`src/rtl/aes_pkg.sv`:
```
`default_nettype none
// ============================================================================
//  Module      : aes_pkg
//  Description : Shared types and constants for the AES MixColumns datapath.
//                Holds the 128-bit state and 32-bit column types, the
//                control FSM encoding, the GF(2^8) reduction constant and
//                the MixColumns / InvMixColumns coefficient bytes.
//  Revision    : 1.0  initial release
// ============================================================================
package aes_pkg;

    typedef logic [127:0] state_t;
    typedef logic [31:0]  col_t;

    typedef enum logic [1:0] {
        S_IDLE = 2'd0,
        S_BUSY = 2'd1,
        S_DONE = 2'd2
    } fsm_e;

    // Low byte of x^8 + x^4 + x^3 + x + 1, folded in when xtime overflows.
    localparam logic [7:0] GF_POLY = 8'h1b;

    // Forward MixColumns coefficients.
    localparam logic [7:0] FWD_F2 = 8'h02;
    localparam logic [7:0] FWD_F3 = 8'h03;

    // Inverse MixColumns coefficients.
    localparam logic [7:0] INV_FE = 8'h0e;
    localparam logic [7:0] INV_FB = 8'h0b;
    localparam logic [7:0] INV_FD = 8'h0d;
    localparam logic [7:0] INV_F9 = 8'h09;

endpackage
`default_nettype wire

```
`src/rtl/MultiplierGF.sv`:
```
`default_nettype none
// ============================================================================
//  Module      : MultiplierGF
//  Description : Combinational GF(2^8) multiply by a constant FACTOR, modulo
//                x^8 + x^4 + x^3 + x + 1. With FACTOR fixed at elaboration
//                the shift/XOR chain reduces to a small XOR network.
//  Ports       : a_i  [7:0] in   operand byte
//                p_o  [7:0] out  a_i * FACTOR
//  Revision    : 1.0  initial release
// ============================================================================
module MultiplierGF
    import aes_pkg::*;
#(
    parameter logic [7:0] FACTOR = 8'h02
) (
    input  logic [7:0] a_i,
    output logic [7:0] p_o
);

    logic [7:0] w_acc;
    logic [7:0] w_pow;

    // Shift-and-add: w_pow walks a, 2a, 4a, ... and each set bit of FACTOR
    // folds the matching power into the product.
    always_comb begin
        w_acc = 8'h00;
        w_pow = a_i;
        for (int k = 0; k < 8; k++) begin
            if (FACTOR[k]) begin
                w_acc = w_acc ^ w_pow;
            end
            w_pow = {w_pow[6:0], 1'b0} ^ (w_pow[7] ? GF_POLY : 8'h00);
        end
        p_o = w_acc;
    end

endmodule
`default_nettype wire

```
`src/rtl/mix_column_unit.sv`:
```
`default_nettype none
// ============================================================================
//  Module      : mix_column_unit
//  Description : Combinational MixColumns / InvMixColumns on one 32-bit
//                column. Byte 0 of the column sits in [31:24].
//  Ports       : col_i  [31:0] in   input column
//                inv_i         in   0 = forward, 1 = inverse
//                col_o  [31:0] out  mixed column
//  Revision    : 1.0  initial release
// ============================================================================
module mix_column_unit
    import aes_pkg::*;
(
    input  col_t col_i,
    input  logic inv_i,
    output col_t col_o
);

    logic [7:0] w_a  [4];
    logic [7:0] w_m2 [4];
    logic [7:0] w_m3 [4];
    logic [7:0] w_m9 [4];
    logic [7:0] w_mb [4];
    logic [7:0] w_md [4];
    logic [7:0] w_me [4];
    logic [7:0] w_fwd[4];
    logic [7:0] w_inv[4];

    // Every product each row needs, one set per input byte.
    generate
        for (genvar gi = 0; gi < 4; gi++) begin : g_byte
            assign w_a[gi] = col_i[31-8*gi -: 8];

            MultiplierGF #(.FACTOR(FWD_F2)) u_m2 (.a_i(w_a[gi]), .p_o(w_m2[gi]));
            MultiplierGF #(.FACTOR(FWD_F3)) u_m3 (.a_i(w_a[gi]), .p_o(w_m3[gi]));
            MultiplierGF #(.FACTOR(INV_F9)) u_m9 (.a_i(w_a[gi]), .p_o(w_m9[gi]));
            MultiplierGF #(.FACTOR(INV_FB)) u_mb (.a_i(w_a[gi]), .p_o(w_mb[gi]));
            MultiplierGF #(.FACTOR(INV_FD)) u_md (.a_i(w_a[gi]), .p_o(w_md[gi]));
            MultiplierGF #(.FACTOR(INV_FE)) u_me (.a_i(w_a[gi]), .p_o(w_me[gi]));
        end
    endgenerate

    // Row r uses the circulant matrix rotated by r positions.
    generate
        for (genvar gr = 0; gr < 4; gr++) begin : g_row
            assign w_fwd[gr] = w_m2[gr] ^ w_m3[(gr+1)%4] ^ w_a[(gr+2)%4] ^ w_a[(gr+3)%4];
            assign w_inv[gr] = w_me[gr] ^ w_mb[(gr+1)%4] ^ w_md[(gr+2)%4] ^ w_m9[(gr+3)%4];
            assign col_o[31-8*gr -: 8] = inv_i ? w_inv[gr] : w_fwd[gr];
        end
    endgenerate

endmodule
`default_nettype wire

```
`src/rtl/mix_columns_seq.sv`:
```
`default_nettype none
// ============================================================================
//  Module      : mix_columns_seq
//  Description : AES MixColumns / InvMixColumns stage with valid/ready
//                handshakes on both sides. Default build processes one
//                column per clock through a shared mix_column_unit (4-cycle
//                BUSY). Defining MIXCOL_PARALLEL_EN instantiates four units
//                and finishes the whole state in a single BUSY cycle.
//  Ports       : clk            in   rising-edge clock
//                rst_n          in   asynchronous active-low reset
//                in_valid       in   upstream state valid
//                in_ready       out  block can accept a state
//                inv            in   0 = MixColumns, 1 = InvMixColumns
//                stateIn  [127:0] in   input state, byte 0 in [127:120]
//                out_valid      out  stateOut holds a complete result
//                out_ready      in   downstream accepts the result
//                stateOut [127:0] out result state
//  Macro       : MIXCOL_PARALLEL_EN (optional, four parallel column units)
//  Revision    : 1.0  initial release
// ============================================================================
module mix_columns_seq
    import aes_pkg::*;
#(
    parameter int NUM_COLS = 4
) (
    input  logic         clk,
    input  logic         rst_n,
    input  logic         in_valid,
    output logic         in_ready,
    input  logic         inv,
    input  logic [127:0] stateIn,
    output logic         out_valid,
    input  logic         out_ready,
    output logic [127:0] stateOut
);

    localparam logic [1:0] LAST_COL = 2'(NUM_COLS - 1);

    fsm_e        state_q, state_d;
    logic [1:0]  col_q, col_d;
    state_t      work_q, work_d;
    logic        inv_q, inv_d;
    state_t      out_q, out_d;
    logic        in_ready_q, in_ready_d;
    logic        out_valid_q, out_valid_d;

    logic        w_accept;
    logic        w_xfer;
    logic        w_last;
    state_t      w_mixed;

    assign w_accept = in_valid && in_ready_q;
    assign w_xfer   = out_valid_q && out_ready;

`ifdef MIXCOL_PARALLEL_EN
    // All columns mixed in one pass; the single BUSY cycle is always last.
    generate
        for (genvar gc = 0; gc < NUM_COLS; gc++) begin : g_col
            mix_column_unit u_mcu (
                .col_i (work_q[127-32*gc -: 32]),
                .inv_i (inv_q),
                .col_o (w_mixed[127-32*gc -: 32])
            );
        end
    endgenerate

    assign w_last = 1'b1;
`else
    col_t w_col_in;
    col_t w_col_out;

    always_comb begin
        w_col_in = work_q[127:96];
        case (col_q)
            2'd0:    w_col_in = work_q[127:96];
            2'd1:    w_col_in = work_q[95:64];
            2'd2:    w_col_in = work_q[63:32];
            default: w_col_in = work_q[31:0];
        endcase
    end

    mix_column_unit u_mcu (
        .col_i (w_col_in),
        .inv_i (inv_q),
        .col_o (w_col_out)
    );

    // Working register with only the current column replaced.
    always_comb begin
        w_mixed = work_q;
        case (col_q)
            2'd0:    w_mixed[127:96] = w_col_out;
            2'd1:    w_mixed[95:64]  = w_col_out;
            2'd2:    w_mixed[63:32]  = w_col_out;
            default: w_mixed[31:0]   = w_col_out;
        endcase
    end

    assign w_last = (col_q == LAST_COL);
`endif

    always_comb begin
        state_d = state_q;
        col_d   = col_q;
        work_d  = work_q;
        inv_d   = inv_q;
        out_d   = out_q;

        case (state_q)
            S_IDLE: begin
                if (w_accept) begin
                    work_d  = stateIn;
                    inv_d   = inv;
                    col_d   = 2'd0;
                    state_d = S_BUSY;
                end
            end
            S_BUSY: begin
                work_d = w_mixed;
                col_d  = col_q + 2'd1;
                if (w_last) begin
                    // Publish the finished state, including the column
                    // completed on this very edge.
                    out_d   = w_mixed;
                    state_d = S_DONE;
                end
            end
            S_DONE: begin
                if (w_xfer) begin
                    state_d = S_IDLE;
                end
            end
            default: begin
                state_d = S_IDLE;
            end
        endcase

        // Handshake flags are registered from the next state so that
        // in_ready stays low for the first edge out of reset.
        in_ready_d  = (state_d == S_IDLE);
        out_valid_d = (state_d == S_DONE);
    end

    always_ff @(posedge clk or negedge rst_n) begin
        if (!rst_n) begin
            state_q     <= S_IDLE;
            col_q       <= 2'd0;
            work_q      <= '0;
            inv_q       <= 1'b0;
            out_q       <= '0;
            in_ready_q  <= 1'b0;
            out_valid_q <= 1'b0;
        end else begin
            state_q     <= state_d;
            col_q       <= col_d;
            work_q      <= work_d;
            inv_q       <= inv_d;
            out_q       <= out_d;
            in_ready_q  <= in_ready_d;
            out_valid_q <= out_valid_d;
        end
    end

    assign in_ready  = in_ready_q;
    assign out_valid = out_valid_q;
    assign stateOut  = out_q;

endmodule
`default_nettype wire

```
`config.mk`:
```
export PLATFORM = sky130hd
export DESIGN_NAME = mix_columns_seq
export DESIGN_NICKNAME = d
export VERILOG_FILES = /design/src/rtl/aes_pkg.sv /design/src/rtl/MultiplierGF.sv /design/src/rtl/mix_column_unit.sv /design/src/rtl/mix_columns_seq.sv
export SDC_FILE = /design/constraint.sdc
export NUM_CORES = 1
export LEC_CHECK = 0
export CORE_MARGIN = 4
export CORE_UTILIZATION = 40
export CTS_CLUSTER_SIZE = 40
export DETAILED_ROUTE_END_ITERATION = 6
export GPL_TIMING_DRIVEN = 0
export SLEW_MARGIN = 20
export SYNTH_ARGS = -nofsm -noshare
export SYNTH_HDL_FRONTEND = slang
export SYNTH_SLANG_ARGS = --single-unit
```
`constraint.sdc`:
```
create_clock -name clk -period 6 [get_ports clk]
set_input_delay 0.6 -clock clk [delete_from_list [all_inputs] [get_ports clk]]
set_output_delay 0.6 -clock clk [all_outputs]
set_load 0.02 [all_outputs]
```
Yosys cells after proc, flatten, opt, wreduce, memory -nomap -nowiden
Index checks and enable logic that the tools add are counted.

word-level totals
  flip-flop bits (word level) = 263
  word-level logic and storage cells = 118

operators by class
  equal/unequal tests = 7
  reduce and logical (&&, ||, !) cells = 10
  bitwise gates (word level) = 64
  multiplexer cells = 29
  add/subtract/negate cells = 1

operators by type and width
  operator                                        number
  XOR 8 bit                                       54
  case mux 128 bit (2 select lines)               1
  2-to-1 mux 128 bit                              1
  2-to-1 mux 32 bit                               4
  case mux 32 bit (3 select lines)                1
  XOR 8 x 5 -> 8 bit                              10
  2-to-1 mux 5 bit                                12
  2-to-1 mux 8 bit                                4
  == test 2 bit (second input constant)           4
  2-to-1 mux 2 bit                                4
  zero test 2 bit                                 3
  case mux 2 bit (3 select lines)                 1
  AND reduction 2 bit                             3
  == test 2 x 1 -> 1 bit (second input constant)  2
  case mux 2 bit (2 select lines)                 1
  OR reduction 3 bit                              1
  adder 2 x 1 -> 2 bit (second input constant)    1
  logical AND 1 bit                               2
  != test 2 bit (second input constant)           1
  nonzero test 2 bit                              1

Logic depth before layout (Yosys ltp)
  depth after elaboration = 15
  gate-level depth with buffers = 14

By module
Synthesis repeated with hierarchy kept, for this count alone.

unflattened totals
  cells, all modules = 1587
  area, all modules = 17604.4 µm²

by module, submodules not included
  module                                   seq. area each (µm²)  times used  area an instance (µm²)  cells each
  mix_columns_seq                          6581.3                1           12105.4                 1055
  mix_column_unit                          0.0                   1           2040.7                  228
  MultiplierGF (u_mcu.g_byte[0].u_md ...)  0.0                   4           196.4                   16
  MultiplierGF (u_mcu.g_byte[0].u_mb ...)  0.0                   4           188.9                   16
  MultiplierGF (u_mcu.g_byte[0].u_me ...)  0.0                   4           161.4                   15
  MultiplierGF (u_mcu.g_byte[0].u_m9 ...)  0.0                   4           127.6                   12
  MultiplierGF (u_mcu.g_byte[0].u_m3 ...)  0.0                   4           126.4                   9
  MultiplierGF (u_mcu.g_byte[0].u_m2 ...)  0.0                   4           63.8                    8

Least setup slack after synthesis
Ideal clock, no wire load.

  path kind = flip-flop to flip-flop
  start = register col_q[0]
  end = register out_q[76], in the netlist stateOut[76]
  required time = 5.879 ns
  period minus slack after synthesis = 3.606 ns
  path buffers = 2
  arrival time = 3.485 ns
  stages on the path, launching flop included = 14
  setup slack = 2.394 ns
  cells stage by stage = dfrtp_1 -> inv_1 -> ha_1 -> buf_6 -> buf_6 -> a222oi_1 -> xnor2_1 -> o21ai_2 -> xnor3_1 -> xnor2_1 -> xnor3_1 -> xor2_1 -> nand3_1 -> a22o_1

on the way
  longest elaborated chain between the ends = 12
  elaborated cells between the ends (all ways) = 44

RTL lines
  element                                                        line                    RTL
  start: declaration                                             mix_columns_seq.sv:40   logic [1:0] col_q, col_d;
  start signal: assignment                                       mix_columns_seq.sv:155  col_q <= col_d;
  == test 2 bit, or another cell as far along                    mix_columns_seq.sv:74   case (col_q)
  case mux 32 bit (3 select lines)                               mix_columns_seq.sv:74
  2-to-1 mux 5 bit, or another cell as far along                 MultiplierGF.sv:32      w_pow = {w_pow[6:0], 1'b0} ^ (w_pow[7] ? GF_POLY : 8'h00);
  XOR 8 x 5 -> 8 bit, or another cell as far along               MultiplierGF.sv:32
  XOR 8 x 5 -> 8 bit / 2-to-1 mux 5 bit (equally long branches)  --
  XOR 8 bit / XOR 8 x 5 -> 8 bit (equally long branches)         --
  XOR 8 bit                                                      MultiplierGF.sv:30      w_acc = w_acc ^ w_pow;
  XOR 8 bit (3 in series)                                        mix_column_unit.sv:47   assign w_inv[gr] = w_me[gr] ^ w_mb[(gr+1)%4] ^ w_md[(gr+2)%4] ^ w_m9[(gr+3)%4];
  2-to-1 mux 8 bit                                               mix_column_unit.sv:48   assign col_o[31-8*gr -: 8] = inv_i ? w_inv[gr] : w_fwd[gr];
  2-to-1 mux 32 bit                                              mix_columns_seq.sv:91   case (col_q)
  end signal: assignment                                         mix_columns_seq.sv:158  out_q <= out_d;
  end: declaration                                               mix_columns_seq.sv:43   state_t out_q, out_d;

Parallel ways exist; a longest one is shown, timed or not.
A chain may end at the register's enable or synchronous reset.

Worst setup path after layout
  start = register col_q[1]
  end = register out_q[59], in the netlist stateOut[59]

on the way
  longest elaborated chain between the ends = 12
  elaborated cells between the ends (all ways) = 43

RTL lines
  element                                           line
  == test 2 bit, or another cell as far along       mix_columns_seq.sv:74, mix_columns_seq.sv:91
  case mux 32 bit (3 select lines)                  mix_columns_seq.sv:74
  XOR 8 x 5 -> 8 bit, or another cell as far along  MultiplierGF.sv:32
  2-to-1 mux 5 bit, or another cell as far along    --
  XOR 8 bit, or another cell as far along           --
  XOR 8 bit, or another cell as far along           MultiplierGF.sv:30
  XOR 8 bit                                         MultiplierGF.sv:30
  XOR 8 bit (3 in series)                           mix_column_unit.sv:47
  2-to-1 mux 8 bit                                  mix_column_unit.sv:48
  2-to-1 mux 32 bit                                 mix_columns_seq.sv:91

Parallel ways exist; a longest one is shown, timed or not.

==> run_results.csv <==
group,metric,value,unit
status,outcome,"finished with violations",
status,violations,"DRC",
cells_and_area,area_delta_synth_final,29.1,%
yosys,yosysWarnings,0,
timing,hold_viol_final,0,
clock_network,htree_levels,1,
critical_path,crit_arrival,6.26,ns
global_routing,grt_overflow_total,0,
global_routing,grt_pass1_wl,111000,um
yosys,yosysSeqAreaShare,41.6,%
critical_path,crit_path_start_kind,"flop",
yosys,synth_edf_count,0,
critical_path,path_class,"flop to flop",
critical_path,required,6.47,ns
yosys,yosysMostFrequentCell,"dfrtp_1",
clock_network,cts_buffers,31,
drt,wl_met3,7730,um
clock_network,cts.clk_slew.worst_paths,0.07,ns
timing,tightest_slew,1.24,ns
drt,highest_layer,"met4",
drt,routedWlPerCell,31.4,um
timing,clock_skew,0.0317,ns
yosys,syn-num-nets,1805,
clock_network,cts-resized-gates,0,
drt,via_count,15573,
yosys,yosysUniqueCellTypes,48,
critical_path,critPathMaxFanout,10,
clock_network,clockBufferDepth,3,
drt,drt_first_pass_iters,7,
drt,drt-initial-drc-count,2390,
drt,routed_via_density,6.18,
global_routing,grt_start_max_net_pins,89,
cells_and_area,drive_above_1_share,5.69,%
floorplan,core,0.0389,sq mm
timing,slew_viol_final,0,
critical_path,cp-end-kind,"flop",
clock_network,cts_setup_buffers,0,
clock_network,cts_root_buf,"clkbuf_16",
drt,drc,3,
yosys,postSynthCellCount,1667,
placement,place.gp.congestion,0.982,
clock_network,cts_tree,"done",
placement,dp_hpwl,60400,um
yosys,synth_top_area_share,41.6,%
yosys,syn_area_per_cell,9.50,sq um
floorplan,fp.dieArea,0.0428,sq mm
placement,numPortBuffers,262,
timing,period_needed,5.79,ns
drt,routed_wl,79000,um
timing,period_share,96.5,%
timing,setup_viol,0,
timing,max_freq,173,MHz
floorplan,die_w,207,um
yosys,synth.cell_area,0.0158,sq mm
critical_path,worstRegToRegCells,13,
yosys,synth_ff_type,"dfrtp_1",
timing,slew_headroom,17.1,%
yosys,synth.top_cells.by_count,"dfrtp_1 (263), o21ai_0 (187), xnor2_1 (172), nand2_1 (140), a22oi_1 (116)",
floorplan,io_pins,263,
floorplan,rows,72,
cells_and_area,n_antenna_cell,0,
floorplan,start_util,40.7,%
global_routing,antenna_found_initial,1,
timing,rsz0062_at_grt,"no",
clock_network,clock_latency,0.62,ns
yosys,yosysTopAreaCell,"dfrtp_1",
yosys,synth-seq-cells,263,
yosys,netlist_top_cells_area,"dfrtp_1 (42%), xnor2_1 (9.5%), o21ai_0 (5.9%)",
yosys,synth-async-reset-ratio,100,%
timing,tns,0,ns
global_routing,track_usage,36.1,%
drt,drt-met1-wl,31000,um
cells_and_area,num-fill-cells,3639,
hold_path,min_path_type,"primary input to async pin",
global_routing,grt_pass1_vias,14981,
drt,antenna_left,0,
flow_run,drv_cap,0,
clock_network,clkSinkCount,263,
drt,dr_wl_met2,35900,um
cells_and_area,fin_nets,2117,
floorplan,die_h,207,um
==> worst max-delay path, stage by stage (launching register included) <==
cell	delay, ns
dfrtp_1	0.41
inv_1	0.09
ha_1	0.28
clkbuf_1	0.42
a222oi_1	0.66
clkbuf_1	0.54
xor2_1	0.19
xor2_1	0.21
o21ai_1	0.79
xnor3_1	0.71
xor2_1	0.26
or3_1	0.50
a31oi_1	0.45
o21ai_1	0.10
==> state kept, by name, summed over array words and instances, names as in the netlist <==
register   count
out_valid      1
in_ready       1
inv_q          1
work_q       128
state_q        2
stateOut     128
col_q          2
==> path summary, 6_finish.rpt <==
path / slack [ns] / end / startpoint
worst max-delay path: 0.21 / stateOut[59] / col_q[1]
worst min-delay path: 0.41 / stateOut[6] / rst_n
worst max register to register: 0.21 / stateOut[59] / col_q[1]
worst min register to register: 0.47 / stateOut[22] / stateOut[22]
max in group asynchronous: 4.44 / stateOut[58] / rst_n
min in group clk: 0.47 / stateOut[22] / stateOut[22]
==> per-stage QoR <==
step / setup slack [ns] / instances / util [%] / hold slack, ns / area [sq um]
floorplan: 2.39 / 1667 / - / 0.304 / 15800
global placement: -7.65 / 2447 / 49.1 / 0.459 / 19100
detailed placement: 0.453 / 2459 / 49.6 / 0.452 / 19300
CTS: 0.432 / 2516 / 52.3 / 0.402 / 20400
global route: 0.235 / 2520 / 52.5 / 0.433 / 20400
finish: 0.212 / 2520 / 52.5 / 0.406 / 20400
==> kinds of logic after synthesis <==
| logic type | after synthesis | synth area share (%) |
|---|---|---|
| buffers and inverters | 179 | 4.43 |
| AO/OA/AOI/OAI | 568 | 22.7 |
| multiplexers | 67 | 4.29 |
| adder cells (fa/ha/maj) | 5 | 0.395 |
| AND/OR/NAND/NOR | 304 | 8.44 |
| XOR/XNOR | 281 | 18.2 |
| flip-flops | 263 | 41.6 |
==> layer usage <==
metal | up-vias | GRT usage [%]
met5 | - | 0
met4 | 0 | 16.0
met3 | 207 | 7.76
met2 | 1043 | 56.6
met1 | 7734 | 48.4
li1 | 6589 | -
==> cell type report <==
class | instances | area (sq um) | area share [%]
multi-input combinational | 1225 | 8640 | 42.3
sequential | 263 | 6580 | 32.2
timing repair buffer | 279 | 2800 | 13.7
clock buffer | 40 | 860 | 4.21
tap | 518 | 648 | 3.17
buffer | 132 | 524 | 2.57
clock inverter | 16 | 205 | 1.00
inverter | 47 | 176 | 0.864
==> what timing repair did <==
item                                    CTS  global route
endpoints found under the setup margin    0             0
hold buffers                              1             0
hold endpoints to repair                 19             0
==> placed cells by master, fill, tap and decap left out, types with 3 or more instances in the layout <==
cell             instances
buf_16                   3
mux2i_1                 62
nor3_1                  16
clkdlybuf4s50_1        261
ha_1                     5
o32a_1                   4
a21o_1                  36
and3_1                  26
buf_1                   13
o21ai_0                187
o31ai_1                 12
a31oi_1                  9
clkbuf_8                 5
xnor2_2                 14
a22o_1                   8
clkbuf_16               31
buf_2                   20
xnor2_1                163
nand3_1                 39
inv_1                   47
buf_6                    3
or3_1                    8
dfrtp_1                263
nand2_1                140
clkbuf_1               110
a222oi_1                40
and2_1                   4
mux2i_2                  4
o21ai_1                 25
a211oi_1                 8
bufinv_16                4
nor2b_1                  4
clkinv_2                 9
xnor3_1                 24
a21oi_1                111
nor2_1                  62
a22oi_1                116
o21ai_2                  4
xor2_1                  75
Power is not shown: default switching activity piles up to over one toggle a cycle in this logic, so the estimate is an artifact.
